[config.mk]
export PLATFORM = sky130hd
export DESIGN_NAME = rate_controller_flat
export DESIGN_NICKNAME = d
export VERILOG_FILES = /design/src/rtl/rate_controller_if.sv /design/src/rtl/rate_controller.sv /design/src/flat_wrapper.sv
export SDC_FILE = /design/constraint.sdc
export NUM_CORES = 1
export LEC_CHECK = 0
export BUFFER_PORTS_ARGS = -buffer_cell sky130_fd_sc_hd__buf_2
export CAP_MARGIN = 10
export CORE_MARGIN = 5
export CORE_UTILIZATION = 35
export CTS_BUF_LIST = sky130_fd_sc_hd__clkbuf_4 sky130_fd_sc_hd__clkbuf_8
export DETAILED_ROUTE_END_ITERATION = 7
export GPL_TIMING_DRIVEN = 0
export SLEW_MARGIN = 20
export SYNTH_ARGS = -nofsm -noshare
export SYNTH_HDL_FRONTEND = slang
export SYNTH_SLANG_ARGS = --single-unit
[constraint.sdc]
create_clock -name clk -period 2.75 [get_ports clk]
set_input_delay 0.275 -clock clk [delete_from_list [all_inputs] [get_ports clk]]
set_output_delay 0.275 -clock clk [all_outputs]
set_load 0.005 [all_outputs]
[src/rtl/rate_controller_if.sv]
// Button/indicator bundle between the rate controller and the counter/display datapath.
// The controller takes the master side; the datapath (or a bench) takes the slave side.
interface rate_controller_if;
  logic       btn;
  logic       tick;
  logic [1:0] mode;
  logic       press;
  logic       clear;

  modport master (input btn, output tick, output mode, output press, output clear);
  modport slave  (output btn, input tick, input mode, input press, input clear);
endinterface

[src/rtl/rate_controller.sv]
// Debounced push-button rate controller: short presses step the speed mode, a long
// press forces STOP and requests a counter clear, and a prescaler emits the tick enable.
module rate_controller #(
  parameter int DEBOUNCE_CYCLES   = 250000,
  parameter int LONG_PRESS_CYCLES = 25000000,
  parameter int DIV_SLOW          = 50000000,
  parameter int DIV_MED           = 12500000,
  parameter int DIV_FAST          = 3125000
) (
  input  logic              clk,
  input  logic              reset,
  rate_controller_if.master rc
);

  localparam int MAX_AB  = (DIV_SLOW > DIV_MED) ? DIV_SLOW : DIV_MED;
  localparam int MAX_DIV = (MAX_AB > DIV_FAST) ? MAX_AB : DIV_FAST;
  localparam int PW      = $clog2(MAX_DIV);
  localparam int DW      = $clog2(DEBOUNCE_CYCLES);
  localparam int HW      = $clog2(LONG_PRESS_CYCLES + 1);

  localparam logic [DW-1:0] DB_LAST   = DW'(DEBOUNCE_CYCLES - 1);
  localparam logic [HW-1:0] HOLD_MAX  = HW'(LONG_PRESS_CYCLES);
  localparam logic [HW-1:0] HOLD_LAST = HW'(LONG_PRESS_CYCLES - 1);

  typedef enum logic [1:0] {
    STOP = 2'd0,
    SLOW = 2'd1,
    MED  = 2'd2,
    FAST = 2'd3
  } mode_e;

  logic          btn_meta_r, btn_sync_r, btn_db_r, btn_db_d_r;
  logic [DW-1:0] db_cnt_r;
  logic [HW-1:0] hold_r;
  logic          long_done_r;
  mode_e         mode_r, mode_next_s;
  logic [PW-1:0] presc_r, div_last_s;
  logic          tick_r, press_r, clear_r;
  logic          fall_s, press_s, clear_s, mode_change_s, presc_hit_s, tick_s;

  // A release only counts as a short press if the hold did not already fire a clear.
  assign fall_s        = btn_db_d_r & ~btn_db_r;
  assign press_s       = fall_s & ~long_done_r;
  assign clear_s       = btn_db_r & (hold_r == HOLD_LAST);
  assign mode_change_s = press_s | clear_s;
  assign presc_hit_s   = (mode_r != STOP) && (presc_r == div_last_s);
  assign tick_s        = presc_hit_s & ~mode_change_s;

  // Next mode: a long press wins over everything, a short press steps with wrap.
  always_comb begin
    mode_next_s = mode_r;
    if (clear_s) begin
      mode_next_s = STOP;
    end else if (press_s) begin
      case (mode_r)
        STOP:    mode_next_s = SLOW;
        SLOW:    mode_next_s = MED;
        MED:     mode_next_s = FAST;
        FAST:    mode_next_s = STOP;
        default: mode_next_s = STOP;
      endcase
    end else begin
      mode_next_s = mode_r;
    end
  end

  // Terminal prescaler count for the active run mode.
  always_comb begin
    div_last_s = {PW{1'b0}};
    case (mode_r)
      SLOW:    div_last_s = PW'(DIV_SLOW - 1);
      MED:     div_last_s = PW'(DIV_MED - 1);
      FAST:    div_last_s = PW'(DIV_FAST - 1);
      default: div_last_s = {PW{1'b0}};
    endcase
  end

  // Synchronizer and debounce of the raw button.
  always_ff @(posedge clk) begin
    if (!reset) begin
      btn_meta_r <= 1'b0;
      btn_sync_r <= 1'b0;
      btn_db_r   <= 1'b0;
      btn_db_d_r <= 1'b0;
      db_cnt_r   <= {DW{1'b0}};
    end else begin
      btn_meta_r <= rc.btn;
      btn_sync_r <= btn_meta_r;
      btn_db_d_r <= btn_db_r;
      if (btn_sync_r != btn_db_r) begin
        if (db_cnt_r == DB_LAST) begin
          btn_db_r <= btn_sync_r;
          db_cnt_r <= {DW{1'b0}};
        end else begin
          db_cnt_r <= db_cnt_r + DW'(1);
        end
      end else begin
        db_cnt_r <= {DW{1'b0}};
      end
    end
  end

  // Hold duration and the long-press latch that suppresses the release press.
  always_ff @(posedge clk) begin
    if (!reset) begin
      hold_r      <= {HW{1'b0}};
      long_done_r <= 1'b0;
    end else begin
      if (!btn_db_r) begin
        hold_r <= {HW{1'b0}};
      end else if (hold_r != HOLD_MAX) begin
        hold_r <= hold_r + HW'(1);
      end else begin
        hold_r <= hold_r;
      end
      if (clear_s) begin
        long_done_r <= 1'b1;
      end else if (!btn_db_r) begin
        long_done_r <= 1'b0;
      end else begin
        long_done_r <= long_done_r;
      end
    end
  end

  // Mode register, prescaler and registered output pulses.
  always_ff @(posedge clk) begin
    if (!reset) begin
      mode_r  <= STOP;
      presc_r <= {PW{1'b0}};
      tick_r  <= 1'b0;
      press_r <= 1'b0;
      clear_r <= 1'b0;
    end else begin
      mode_r <= mode_next_s;
      if (mode_change_s || (mode_r == STOP) || presc_hit_s) begin
        presc_r <= {PW{1'b0}};
      end else begin
        presc_r <= presc_r + PW'(1);
      end
      tick_r  <= tick_s;
      press_r <= press_s;
      clear_r <= clear_s;
    end
  end

  assign rc.tick  = tick_r;
  assign rc.mode  = mode_r;
  assign rc.press = press_r;
  assign rc.clear = clear_r;

endmodule

[src/flat_wrapper.sv]
// flat-port wrapper written by rule: the top's interface ports become plain ports
module rate_controller_flat 
#(
  parameter int DEBOUNCE_CYCLES   = 250000,
  parameter int LONG_PRESS_CYCLES = 25000000,
  parameter int DIV_SLOW          = 50000000,
  parameter int DIV_MED           = 12500000,
  parameter int DIV_FAST          = 3125000
)
  (clk, reset, rc_btn, rc_tick, rc_mode, rc_press, rc_clear);
  rate_controller_if rc_i ();
  input  logic clk;
  input  logic reset;
  input wire logic [$bits(rc_i.btn)-1:0] rc_btn;
  output wire logic [$bits(rc_i.tick)-1:0] rc_tick;
  output wire logic [$bits(rc_i.mode)-1:0] rc_mode;
  output wire logic [$bits(rc_i.press)-1:0] rc_press;
  output wire logic [$bits(rc_i.clear)-1:0] rc_clear;
  assign rc_i.btn = rc_btn;
  assign rc_tick = rc_i.tick;
  assign rc_mode = rc_i.mode;
  assign rc_press = rc_i.press;
  assign rc_clear = rc_i.clear;
  rate_controller #(.DEBOUNCE_CYCLES(DEBOUNCE_CYCLES), .LONG_PRESS_CYCLES(LONG_PRESS_CYCLES), .DIV_SLOW(DIV_SLOW), .DIV_MED(DIV_MED), .DIV_FAST(DIV_FAST)) u_core (.clk(clk), .reset(reset), .rc(rc_i));
endmodule
=== Word-level counts from Yosys, hierarchy flattened ===
Index checks and enable logic that the tools add are counted.

* Register bits after elaboration: 79
* Bits of input ports: 3
* Output and inout port bits: 5
* Word-level logic and storage cells: 48

* Add/subtract/negate cells: 3
* Eq/ne operators: 9
* Muxes and demuxes: 4
* Bitwise operators: 10
* Reduce and logical (&&, ||, !) cells: 10

{| class="wikitable"
|+ Operators with widths
! kind !! count
|-
| $pmux W26 S3 || 1
|-
| $add A26 B1 Y26 const B || 1
|-
| $eq A26 B26 Y1 || 1
|-
| $add A25 B1 Y25 const B || 1
|-
| $eq A25 B25 Y1 const B || 1
|-
| $ne A25 B25 Y1 const B || 1
|-
| $add A18 B1 Y18 const B || 1
|-
| $eq A18 B18 Y1 const B || 1
|-
| $pmux W2 S4 || 1
|-
| $not A1 Y1 || 5
|-
| $and A1 B1 Y1 || 4
|-
| $eq A2 B2 Y1 const B || 2
|-
| $reduce_and A2 Y1 || 2
|-
| $reduce_or A2 Y1 || 2
|-
| $reduce_or A3 Y1 || 1
|-
| $eq A2 B1 Y1 const B || 1
|-
| $logic_not A2 Y1 || 1
|-
| $logic_or A1 B1 Y1 || 2
|-
| $mux W1 || 2
|-
| $ne A2 B2 Y1 const B || 1
|-
| $reduce_bool A2 Y1 || 1
|-
| $logic_and A1 B1 Y1 || 1
|-
| $ne A1 B1 Y1 || 1
|-
| $or A1 B1 Y1 || 1
|}

=== Logic depth before layout (Yosys ltp) ===
* Depth after elaboration: 7
* Mapped depth: 9
* Mapped depth without buffers: 7

=== Least setup slack after synthesis ===
No wires, ideal clock.

* Path kind: register to register
* Start point: register u_core.mode_r[0] (netlist: u_core.rc.mode[0])
* End point: register u_core.presc_r[10]
* Setup time: 130 ps
* Data arrival time: 2315 ps
* Data required time: 2620 ps
* Setup slack: 305 ps
* Stages on the path, launching flop included: 9
* Buffers on the path: 2
* Period minus slack after synthesis: 2445 ps
* Path through: dfxtp_1 -> inv_1 -> ha_1 -> clkbuf_1 -> or4_1 -> a221o_1 -> nor4_4 -> buf_6 -> nor3_1

* Word-level cells in the longest chain between the ends: 6
* Elaborated cells on any way between the ends: 11
* Classes of those cells: 4 x eq/ne; 1 x mux; 6 x reduce/logical

{| class="wikitable"
|+ Ends and longest elaborated chain
! item !! RTL line !! text
|-
| from (decl) || rate_controller.sv:36 || <nowiki>mode_e mode_r, mode_next_s;</nowiki>
|-
| from (signal assigned) || rate_controller.sv:135 || <nowiki>mode_r <= mode_next_s;</nowiki>
|-
| $eq A2 B2 Y1 / $eq A2 B1 Y1 (equally long branches) || rate_controller.sv:70 || <nowiki>case (mode_r)</nowiki>
|-
| $pmux W26 S3 || rate_controller.sv:70 ||
|-
| $eq A26 B26 Y1 || rate_controller.sv:46 || <nowiki>assign presc_hit_s = (mode_r != STOP) && (presc_r == div_last_s);</nowiki>
|-
| $logic_and A1 B1 Y1 || rate_controller.sv:46 ||
|-
| $logic_or A1 B1 Y1 * || rate_controller.sv:136 || <nowiki>if (mode_change_s || (mode_r == STOP) || presc_hit_s) begin</nowiki>
|-
| $reduce_or A2 Y1 (no line) * || - ||
|-
| to (signal assigned) || rate_controller.sv:130 || <nowiki>presc_r <= {PW{1'b0}};</nowiki>
|-
| to (signal assigned) || rate_controller.sv:137 || <nowiki>presc_r <= {PW{1'b0}};</nowiki>
|-
| to (signal assigned) || rate_controller.sv:139 || <nowiki>presc_r <= presc_r + PW'(1);</nowiki>
|-
| to (decl) || rate_controller.sv:37 || <nowiki>logic [PW-1:0] presc_r, div_last_s;</nowiki>
|}

Every way passes the cells marked *; elsewhere a longest branch is shown, timed or not.
A chain may end at the register's enable or synchronous reset.

=== Final worst setup path ===
* Start point: register u_core.mode_r[1] (netlist: u_core.rc.mode[1])
* End point: register u_core.presc_r[13]

The elaborated chain is that of the path after synthesis.

==> metrics.md <==
| Metric | Value |
|---|---|
| Initial antenna violation count | `0` |
| Effective utilization at floorplan | `roughly 36%` |
| Signal arrival time at the worst endpoint | `2840 ps` |
| Average vias per placed instance | `4.94` |
| Worst hold path class | `in -> reg` |
| R2R Path Start | `u_core.rc.mode[1]` |
| Max-slew violation total from the final report | `0` |
| Largest driver fanout on the critical path | `10` |
| Clock-pin slew of the registers on the worst-case setup and hold paths | `around 80 ps` |
| Data required, critical path | `~3000 ps` |
| Flip-flop and latch count after synthesis | `approximately 80` |
| Standard-cell rows | `37` |
| Reg power frac | `55.2%` |
| Clk pwr share | `around 44%` |
| Total net switching power | `0.000424 W` |
| Total power after layout | `0.00208 W` |
| Overall die height | `~110 um` |
| Hpwl dp | `5.19 mm` |
| DIE WIDTH | `around 110 um` |
| Maximum number of pins on one net before global-route repair | `14` |
| Number of nets in the final layout | `roughly 460` |
| Number of buffers between clock root and the deepest sink | `2` |
| Final cell count without fillers | `approximately 590` |
| Routed vias | `2,908` |
| First-pass DRT Iterations | `4` |
| Vias in the first global route | `about 2,800` |
| Clock tree from TritonCTS | `done` |
| Worst slew pin tran | `about 900 ps` |
| CP startpoint kind | `register` |
| DRC violations left | `0` |
| Power density over the cells | `506 nW/um^2` |
| Switching share of total power | `around a fifth` |
| Static power due to leakage | `roughly 1.2 nW` |
| Post-synth net total | `~440` |
| Run status | `finished clean` |
| Fin crit share | `95.4%` |
| Gr ovfl total | `0` |
| DRC violation total after the first TritonRoute iteration | `between 100 and 150` |
| Critical path class | `reg -> reg` |
| Total routing usage reported by global routing | `around 12%` |
| Number of distinct library cells after synthesis | `39` |
| Count of antenna-violating nets left after detailed routing | `0` |
| Synthesized instance count | `428` |
| Clock period minus worst slack | `2620 ps` |
| Origin of the worst setup path | `u_core.rc.mode[1]` |
| Netlist Area Pre-Place | `3670 sq um` |
| Total die area | `~13,000 sq um` |
| Async S/R FF share, synth | `0%` |
| Per-instance average area after synthesis | `~8.6 sq um` |
| Max Cap Violations | `0` |
| Beginning of the worst hold path | `rc_btn` |
| Post-Route Utilization | `39.9%` |
| Detailed-route wire length per cell | `around 12 um` |
| Max-slew headroom at the worst pin | `between 30% and 40%` |
| Number of antenna diodes | `0` |
| Fraction of the yosys area taken by sequential cells | `between 40% and 50%` |
| Maximum achievable frequency | `about 380 MHz` |
| Insertion delay to the later sink of the worst-skew pair | `between 300 and 400 ps` |
| Fraction of layout cells with a size suffix above 1 | `between 7 and 8%` |
| FILL cells | `between 1,000 and 1,500` |
| Quantity of I/O buffers inserted on ports | `7` |
| Power share of the combinational group | `less than 1%` |
| Detailed Route WL | `between 7 and 8 mm` |
| Dominant synthesized flop cell | `sky130_fd_sc_hd__dfxtp_1` |
| P&R area growth vs syn | `11.8%` |
| Total number of clock tree sinks | `about 80` |
| Final Hold Violating Endpoints | `0` |
| Number of setup violations in the final report | `0` |
| Wire length of the first global-routing pass | `12.9 mm` |
| Internal power consumption | `about 0.0017 W` |
| H-tree depth | `3` |
| Instance count after placement with tap cells included | `571` |
| Top Ports | `8` |
| Core area | `~10,000 sq um` |
| Placer Congestion | `roughly 0.83` |
| Worst-case vdd ir drop | `just over 0.0003 V` |
| Clock Skews | `11.4 ps` |
| Number of synthesized flops with an enable pin | `0` |
| Number of CTS-inserted buffers | `9` |
| CP Capture Type | `register` |
| CTS Root Cell | `sky130_fd_sc_hd__clkbuf_8` |
| Number of warnings reported in the yosys synthesis log | `0` |
[repair_timing]
item,in CTS,in global routing
hold buffers,0,0
resized for setup,0,1
pin swaps,1,1
endpoints found under the hold margin,0,0
setup buffers,0,2
endpoints found under the setup margin,20,21
[flip-flops by register name, indices dropped and copies added (netlist names), 2 cells and up]
name / cells
u_core.hold_r: 25
u_core.rc.mode: 2
u_core.db_cnt_r: 18
u_core.presc_r: 26
[synthesized netlist by cell type, drive strengths merged (2+ instances only)]
| cell type | instances | share of area (%) |
|---|---|---|
| nand3 | 28 | 4.0 |
| and4 | 6 | 1.4 |
| o21ai | 4 | 0.55 |
| mux2i | 2 | 0.55 |
| or4 | 5 | 1.0 |
| or3 | 5 | 0.85 |
| buf | 2 | 0.61 |
| nor4b | 5 | 1.2 |
| xor2 | 23 | 5.5 |
| and3 | 2 | 0.34 |
| dfxtp | 79 | 43 |
| clkbuf | 9 | 0.92 |
| nor3b | 2 | 0.41 |
| a21oi | 9 | 1.2 |
| nor4 | 11 | 2.3 |
| and2 | 4 | 0.68 |
| nor3 | 40 | 5.5 |
| o21bai | 2 | 0.41 |
| nand2 | 29 | 3.0 |
| xnor2 | 39 | 9.3 |
| nand3b | 2 | 0.41 |
| nand4 | 15 | 2.6 |
| nor2b | 2 | 0.34 |
| inv | 17 | 1.7 |
| nand2b | 2 | 0.34 |
| nor2 | 66 | 6.8 |
| ha | 8 | 2.7 |
[layer usage]
metal	GRT usage (%)	wire [um]	vias up
li1	-	-	1525
met1	16.2	3600	1342
met2	19.2	3180	30
met3	2.16	202	11
met4	4.81	123	0
met5	0	0	-
[cell type report]
cell class                      count  area (sq um)  share of cell area [%]
Sequential cell                    79          1580                    38.6
Multi-Input combinational cell    321          1970                    48.0
Buffer                             11          56.3                    1.37
Tap cell                          136           170                    4.15
Clock inverter                      7          87.6                    2.14
Timing Repair Buffer                9          50.0                    1.22
Clock buffer                        9           124                    3.02
Inverter                           17          63.8                    1.56
[metrics by stage]
stage / setup WS, ps / TNS [ps] / hold WS [ps] / instance area [sq um]
floorplan: 305 / 0 / 397 / 3670
global placement: -34.9 / -623 / 432 / 3870
detailed placement: -30.9 / -477 / 425 / 3870
CTS: 84.4 / 0 / 125 / 4090
global route: -32.1 / -378 / 136 / 4100
finish: 127 / 0 / 141 / 4100
[critical path, cell delays in order, from the launching register on]
cell,delay [ps]
sky130_fd_sc_hd__dfxtp_1,410
sky130_fd_sc_hd__inv_1,100
sky130_fd_sc_hd__ha_1,180
sky130_fd_sc_hd__clkbuf_1,180
sky130_fd_sc_hd__or4_1,590
sky130_fd_sc_hd__a221o_1,370
sky130_fd_sc_hd__nor4_4,280
sky130_fd_sc_hd__buf_4,180
sky130_fd_sc_hd__buf_6,130
sky130_fd_sc_hd__nor3_1,60
[cell usage in the layout (no fill, tap or decap), types with 9 or more instances in the layout]
cell type / instances
sky130_fd_sc_hd__nor2_1: 66
sky130_fd_sc_hd__nor3_1: 40
sky130_fd_sc_hd__dfxtp_1: 78
sky130_fd_sc_hd__nand3_1: 27
sky130_fd_sc_hd__xnor2_1: 39
sky130_fd_sc_hd__a21oi_1: 9
sky130_fd_sc_hd__xor2_1: 23
sky130_fd_sc_hd__nand4_1: 15
sky130_fd_sc_hd__nand2_1: 29
sky130_fd_sc_hd__clkbuf_8: 9
sky130_fd_sc_hd__nor4_1: 10
sky130_fd_sc_hd__clkbuf_1: 9
sky130_fd_sc_hd__inv_1: 17
[logic make-up (layout without fill, tap and decap cells)]
group,count (synthesis),in the layout,share of synthesized area [%]
AO/OA/AOI/OAI,20,20,3.38
buffers and inverters,28,53,3.27
adder cells (fa/ha/maj),8,8,2.73
AND/OR/NAND/NOR,229,229,32.2
flip-flops,79,79,43.1
multiplexers,2,2,0.546
XOR/XNOR,62,62,14.8
[power by group through the flow]
| stage | registers [W] | logic, W | clock network [W] |
|---|---|---|---|
| final | 0.00115 | 0.00000844 | 0.000923 |
| after global routing | 0.00115 | 0.00000975 | 0.00100 |
| after CTS | 0.00115 | 0.00000872 | 0.000960 |
| after detailed placement | 0.00117 | 0.00000878 | 0 |
| after global placement | 0.00117 | 0.00000848 | 0 |
| after floorplan | 0.00117 | 0.00000475 | 0 |
[worst paths after layout]
check | end | slack, ps | cells after the start
max reg2reg | u_core.presc_r[13] | 130 | 9
max | u_core.presc_r[13] | 130 | 9
min reg2reg | u_core.btn_sync_r | 440 | 1
min | u_core.btn_meta_r | 140 | 2
(Power assumes the default switching activity.)
